## config.mk

```make
export PLATFORM = sky130hd
export DESIGN_NAME = bfly_stage_sequencer
export DESIGN_NICKNAME = d
export VERILOG_FILES = /design/src/rtl/bfly_stage_sequencer.sv
export SDC_FILE = /design/constraint.sdc
export NUM_CORES = 1
export LEC_CHECK = 0
export BUFFER_PORTS_ARGS = -buffer_cell sky130_fd_sc_hd__buf_2
export CORE_MARGIN = 10
export CORE_UTILIZATION = 35
export CTS_BUF_LIST = sky130_fd_sc_hd__clkbuf_8
export DETAILED_ROUTE_END_ITERATION = 10
export PLACE_DENSITY = 0.68
export SKIP_CTS_REPAIR_TIMING = 1
export SYNTH_ARGS = -nofsm -noshare
export SYNTH_HDL_FRONTEND = slang
export SYNTH_SLANG_ARGS = --single-unit
```

## constraint.sdc

```tcl
create_clock -name clk -period 2.8 [get_ports clk]
set_input_delay 0.14 -clock clk [delete_from_list [all_inputs] [get_ports clk]]
set_output_delay 0.14 -clock clk [all_outputs]
set_load 0.02 [all_outputs]
```

## src/rtl/bfly_stage_sequencer.sv

```systemverilog
// bfly_stage_sequencer: control block for one radix-2 DIF butterfly stage.
// The first half-frame of 16-lane input blocks goes into a half-frame
// delay buffer. Each block of the second half-frame is paired with its
// buffered partner to fire the butterfly. The block also steps both
// twiddle ROM addresses.
// Optional build macro STAGE_SEQ_FRMCNT_EN adds the frame_cnt and stall_cnt
// status outputs.
module bfly_stage_sequencer #(
    parameter int BLK_PER_HALF = 16,
    parameter int BUF_AW       = 4,
    parameter int ROM_AW       = 6,
    parameter int ROM1_BASE    = 0,
    parameter int ROM2_BASE    = 8,
    parameter int ROM_STEP     = 2,
    parameter int ROM_GAP      = 8
) (
    input  logic              clk,
    input  logic              rst,
    input  logic              enable,
    input  logic              in_valid,
    output logic              in_ready,
    input  logic              out_ready,
    output logic              buf_wr_en,
    output logic [BUF_AW-1:0] buf_wr_addr,
    output logic              buf_rd_en,
    output logic [BUF_AW-1:0] buf_rd_addr,
    output logic              bf_valid,
    output logic [ROM_AW-1:0] rom1_addr,
    output logic [ROM_AW-1:0] rom2_addr,
    output logic              frame_done,
    output logic              busy
`ifdef STAGE_SEQ_FRMCNT_EN
    ,
    output logic [15:0]       frame_cnt,
    output logic [15:0]       stall_cnt
`endif
);

    typedef enum logic [1:0] {
        IDLE = 2'd0,
        FILL = 2'd1,
        PAIR = 2'd2
    } state_t;

    state_t            state;
    state_t            state_next;
    logic [BUF_AW-1:0] cnt;
    logic              cnt_last;
    logic              fill_acc;
    logic              pair_acc;
    logic [ROM_AW-1:0] rom_inc;

    assign cnt_last = (cnt == BUF_AW'(BLK_PER_HALF - 1));
    assign rom_inc  = cnt_last ? ROM_AW'(ROM_STEP + ROM_GAP) : ROM_AW'(ROM_STEP);

    // Next-state decode plus the combinational handshake and buffer strobes
    always_comb begin
        state_next  = state;
        in_ready    = 1'b0;
        buf_wr_en   = 1'b0;
        buf_wr_addr = '0;
        buf_rd_en   = 1'b0;
        buf_rd_addr = '0;
        busy        = 1'b0;
        fill_acc    = 1'b0;
        pair_acc    = 1'b0;
        case (state)
            IDLE: begin
                if (enable) begin
                    state_next = FILL;
                end
            end
            FILL: begin
                busy     = 1'b1;
                in_ready = 1'b1;
                if (in_valid) begin
                    fill_acc    = 1'b1;
                    buf_wr_en   = 1'b1;
                    buf_wr_addr = cnt;
                    if (cnt_last) begin
                        state_next = PAIR;
                    end
                end
            end
            PAIR: begin
                busy     = 1'b1;
                in_ready = out_ready;
                if (in_valid && out_ready) begin
                    pair_acc    = 1'b1;
                    buf_rd_en   = 1'b1;
                    buf_rd_addr = cnt;
                    if (cnt_last) begin
                        state_next = enable ? FILL : IDLE;
                    end
                end
            end
            default: begin
                state_next = IDLE;
            end
        endcase
    end

    // State register; enable only matters at frame boundaries via the decode
    always_ff @(posedge clk) begin
        if (rst) begin
            state <= IDLE;
        end else begin
            state <= state_next;
        end
    end

    // Block counter within the half-frame; the power-of-two size makes it wrap to 0
    always_ff @(posedge clk) begin
        if (rst) begin
            cnt <= '0;
        end else if (fill_acc || pair_acc) begin
            cnt <= cnt + BUF_AW'(1);
        end
    end

    // Butterfly valid and frame pulse, one cycle after the paired accept
    always_ff @(posedge clk) begin
        if (rst) begin
            bf_valid   <= 1'b0;
            frame_done <= 1'b0;
        end else begin
            bf_valid   <= pair_acc;
            frame_done <= pair_acc && cnt_last;
        end
    end

    // Twiddle ROM addresses; they accumulate across frames and are reloaded only by reset
    always_ff @(posedge clk) begin
        if (rst) begin
            rom1_addr <= ROM_AW'(ROM1_BASE);
            rom2_addr <= ROM_AW'(ROM2_BASE);
        end else if (pair_acc) begin
            rom1_addr <= rom1_addr + rom_inc;
            rom2_addr <= rom2_addr + rom_inc;
        end
    end

`ifdef STAGE_SEQ_FRMCNT_EN
    // Wrapping count of completed frames
    always_ff @(posedge clk) begin
        if (rst) begin
            frame_cnt <= '0;
        end else if (frame_done) begin
            frame_cnt <= frame_cnt + 16'd1;
        end
    end

    // Saturating count of PAIR cycles where data waited on downstream
    always_ff @(posedge clk) begin
        if (rst) begin
            stall_cnt <= '0;
        end else if ((state == PAIR) && in_valid && !out_ready && (stall_cnt != 16'hFFFF)) begin
            stall_cnt <= stall_cnt + 16'd1;
        end
    end
`endif

endmodule

```

# Word level (Yosys, flattened, before mapping)
# Cells that the tools add are included.
# totals
out_inout_bits	26
n_memories	0
regBits	20
inputBits	5
latch_bits	0
word_cells	41
mem_bits_rw	0
rom_bits	0
# classes
n_mux	18
eq_ne	8
n_mul	0
n_bitwise	0
div	0
shifts	0
add_sub_neg	3
magnitude_cmp	0
reduce_logical	6
# ops
operator	count
$mux W4	5
$add A6 B4 Y6	2
$mux W2	5
$ne A2 B2 Y1 const B	5
$mux W1	6
$pmux W2 S3	1
$reduce_and A5 Y1	1
$add A4 B1 Y4 const B	1
$eq A4 B4 Y1 const B	1
$eq A2 B1 Y1 const B	1
$eq A2 B2 Y1 const B	1
$logic_and A1 B1 Y1	2
$logic_not A2 Y1	1
$pmux W1 S2	1
$reduce_or A2 Y1	1
$logic_or A1 B1 Y1	1

# Depth between registers and ports, before layout
# depth
ltp_word	4
ltp_mapped	8
mapped_depth_nobuf	8

# Worst setup path after synthesis
# OpenSTA, ideal clock, no wires.
# synth_path
kind	register to register
startpoint	register cnt[0]
endpoint	register rom1_addr[4]
path_stages_with_launch	8
path_buffers	0
setup_ps	71
synth_period_minus_slack_ps	1584
slack_ps	1216
t_arrival_ps	1513
required_time_ps	2729
cell_sequence	dfxtp_1 > ha_1 > nand3_1 > inv_1 > ha_1 > a31oi_1 > or3_1 > a21oi_1
# synth_via
elab_chain_len	3
# synth_rtl
element	line	rtl
start: declaration	47	logic [BUF_AW-1:0] cnt;
start signal: assignment	117	cnt <= cnt + BUF_AW'(1);
$eq A4 B4 Y1	53	assign cnt_last = (cnt == BUF_AW'(BLK_PER_HALF - 1));
$mux W4	54	assign rom_inc = cnt_last ? ROM_AW'(ROM_STEP + ROM_GAP) : ROM_AW'(ROM_STEP);
$add A6 B4 Y6	138	rom1_addr <= rom1_addr + rom_inc;
end signal: assignment	135	rom1_addr <= ROM_AW'(ROM1_BASE);
end signal: assignment	138	
end: declaration	28	output logic [ROM_AW-1:0] rom1_addr,
# No other way between the ends.
# A chain may end at the register's enable or synchronous reset.

# Final worst setup path
# layout_path
startpoint	register state[0]
endpoint	output port buf_rd_addr[3]
# layout_via
elab_chain_len	2
# layout_rtl
element	line	rtl
start: declaration	45	state_t state;
start signal: assignment	108	state <= state_next;
$eq A2 B2 Y1	67	case (state)
$mux W4	67	
end: declaration	26	output logic [BUF_AW-1:0] buf_rd_addr,
# No other way between the ends.

==> out/metrics.cfg <==
[status]
status=finished clean

[power]
ir_worst_vdd_mv=0.514
clock_power_share_pct=24.0
power_leakage_nw=0.581
switching_share_pct=34.4
power.internal_uw=487
pwr-share-seq_pct=40.1
power_density_mw_per_mm2=637
p_sw_uw=256
combinationalPowerShare_pct=35.9

[critical_path]
cp-end-kind=primary output
arrival_ns=1.89
crit_buf_inv=3
startpoint_type=flip-flop
crit_type=reg2out
path_common_cell=inv_1
critical_path_required_ns=2.66
path_cells=inv_1 -> ha_1 -> nand3_2 -> inv_1 -> and2_1 -> buf_2
critical_path.top_delay_family=buffers and inverters
max_stage_delay_ns=0.36
cp_slowest_cell=inv_1
cp_max_fo=13

[global_route]
grt_max_degree=19
met3_usage_pct=3.54
met1_usage_pct=7.75
grt_pass1_wl_mm=3.54
grt_pass1_vias=813
grt_util_met2_pct=15.1
antenna_found_initial=0
grt.busiest_layer=met2
grt.overflow.total=0
grt_usage_pct=8.18

[logic_synthesis]
synth_edf_count=0
ys_ff_latch=18
synth_top_family_by_area=simple AND/OR/NAND/NOR gates
yosys-top-cells-area=dfxtp_1 36%, ha_1 11%, xnor2_1 5.3%
synth_top_area_share_pct=36.5
yosys_warnings=0
synthFlopType=dfxtp_1
synth.largest_area_cell=dfxtp_1
synth_area_um2=988
synth_seq_area_share_pct=36.5
synth_fa_ha_area_share_pct=11.4
syn-instance-count=113
synthArstFlopShare_pct=0
synth_cell_types=31
synth.area.mux_share_pct=2.53
syn_area_per_cell_um2=8.75
synth-compound-area-share_pct=9.75
synth_xor_area_share_pct=7.97
synth_simple_gate_area_share_pct=24.9

[sta]
fin_crit_ns=2.03
skew_ns=0.00218
rsz0062_at_grt=false
fmax_mhz=493
finalHoldViolCount=0
setup_tns_ns=0
setup_viol=0
post-route-period-util_pct=72.5
drv_slew=0

[floorplanning]
core.rowCount=19
die-area_mm2=0.00535
coreArea_mm2=0.00273
pin_count=31
die_x_um=73.1
die_h_um=73.1
initial_core_util_pct=36.2

[clock_tree]
htree_levels=1
cts_made_buffers=3
clk_pin_slew_ns=0.07
cts_tree=done
clock_sinks=18
cts-root-buf=clkbuf_8
cts_max_path_buffers=2
clk_latency_ns=0.25

[routing]
vias=830
drtIter0Drc=18
finalWirelength_mm=2.18
drc=0
first_pass_iters=4
via_per_inst=4.91
postRouteAntennaNets=0
wl_per_cell_um=12.9

[finish]
antenna_cells=0
mostFrequentLayoutCells=28 x buf_2, 18 x dfxtp_1, 10 x nor2_1, 10 x nand2_1, 9 x ha_1
drive_above_1_share_pct=26.8
syn_to_final_growth_pct=18.0
layout.cells.most_common=buf_2
final_area_mm2=0.00117
final_nets=154

[run]
maxCapViolations=0

[min_path]
hold_class=in2reg

[placed_design]
io_buffers=28
dp_hpwl_mm=1.70
place.gp.congestion=0.824
placed_cell_area_mm2=0.00112

## state kept, by name, summed over array words and instances, names as in the netlist
| register | flops |
|---|---|
| rom1_addr | 5 |
| bf_valid | 1 |
| state | 2 |
| frame_done | 1 |
| cnt | 4 |
| rom2_addr | 5 |
## Yosys cell counts, types with 2 or more instances
cell      number
or3_1          2
clkbuf_1       2
inv_1          5
and2_1         6
nand2_1       10
xnor2_1        6
ha_1           9
a21oi_1        8
nor3_1         2
a31oi_1        2
nand3_1        4
nor2_1        10
nor3b_2        2
o21ai_0        3
and3_1         5
dfxtp_1       18
xor2_1         3
buf_4          3
## worst paths after layout
kind	from	endpoint	slack, ns	cells past startpoint
max	state[0]	buf_rd_addr[3]	0.77	6
min	rst	rom2_addr[5]	0.25	2
max reg2reg	cnt[0]	rom1_addr[4]	1.07	7
min reg2reg	rom1_addr[4]	rom1_addr[4]	0.50	2
## through the flow
stage,power (mW),instances,util [%],hold slack [ns],worst slack [ns]
2_1_floorplan,0.516,114,-,0.419,1.22
3_3_place_gp,0.565,166,41.1,0.480,1.05
3_5_place_dp,0.574,166,41.1,0.488,1.02
4_1_cts,0.755,169,42.7,0.249,0.742
5_1_grt,0.791,169,42.7,0.271,0.603
6_report,0.743,169,42.7,0.249,0.771
## routing by layer
metal  part of all wire [%]  vias to the layer above
met4                    1.4                        0
met3                    4.3                        4
li1                       -                      425
met1                     41                      386
met2                     53                       15
met5                      0                        -
## kinds of logic (layout without fill, tap and decap cells)
family / count (synthesis) / in the layout
buffers and inverters: 12 / 36
xor gates and xnor gates: 9 / 9
and+or+nand+nor: 45 / 45
adders and majority gates: 9 / 9
AOI/OAI and AO/OA: 17 / 17
muxes: 2 / 2
other: 1 / 2
DFF: 18 / 18
## final cells by class
type	instances	area, µm²
clock buffer	3	41.3
fill	278	1570
inverter	5	18.8
multi-input combinational	84	567
sequential	18	360
tap	31	38.8
timing repair buffer	28	140
## power groups by stage
stage / logic (mW) / registers, mW / clock network [mW]
after floorplan: 0.212 / 0.305 / 0
after global routing: 0.292 / 0.302 / 0.196
after detailed placement: 0.270 / 0.304 / 0
after global placement: 0.262 / 0.303 / 0
after CTS: 0.271 / 0.299 / 0.186
final: 0.267 / 0.298 / 0.178
(Power assumes the default switching activity.)
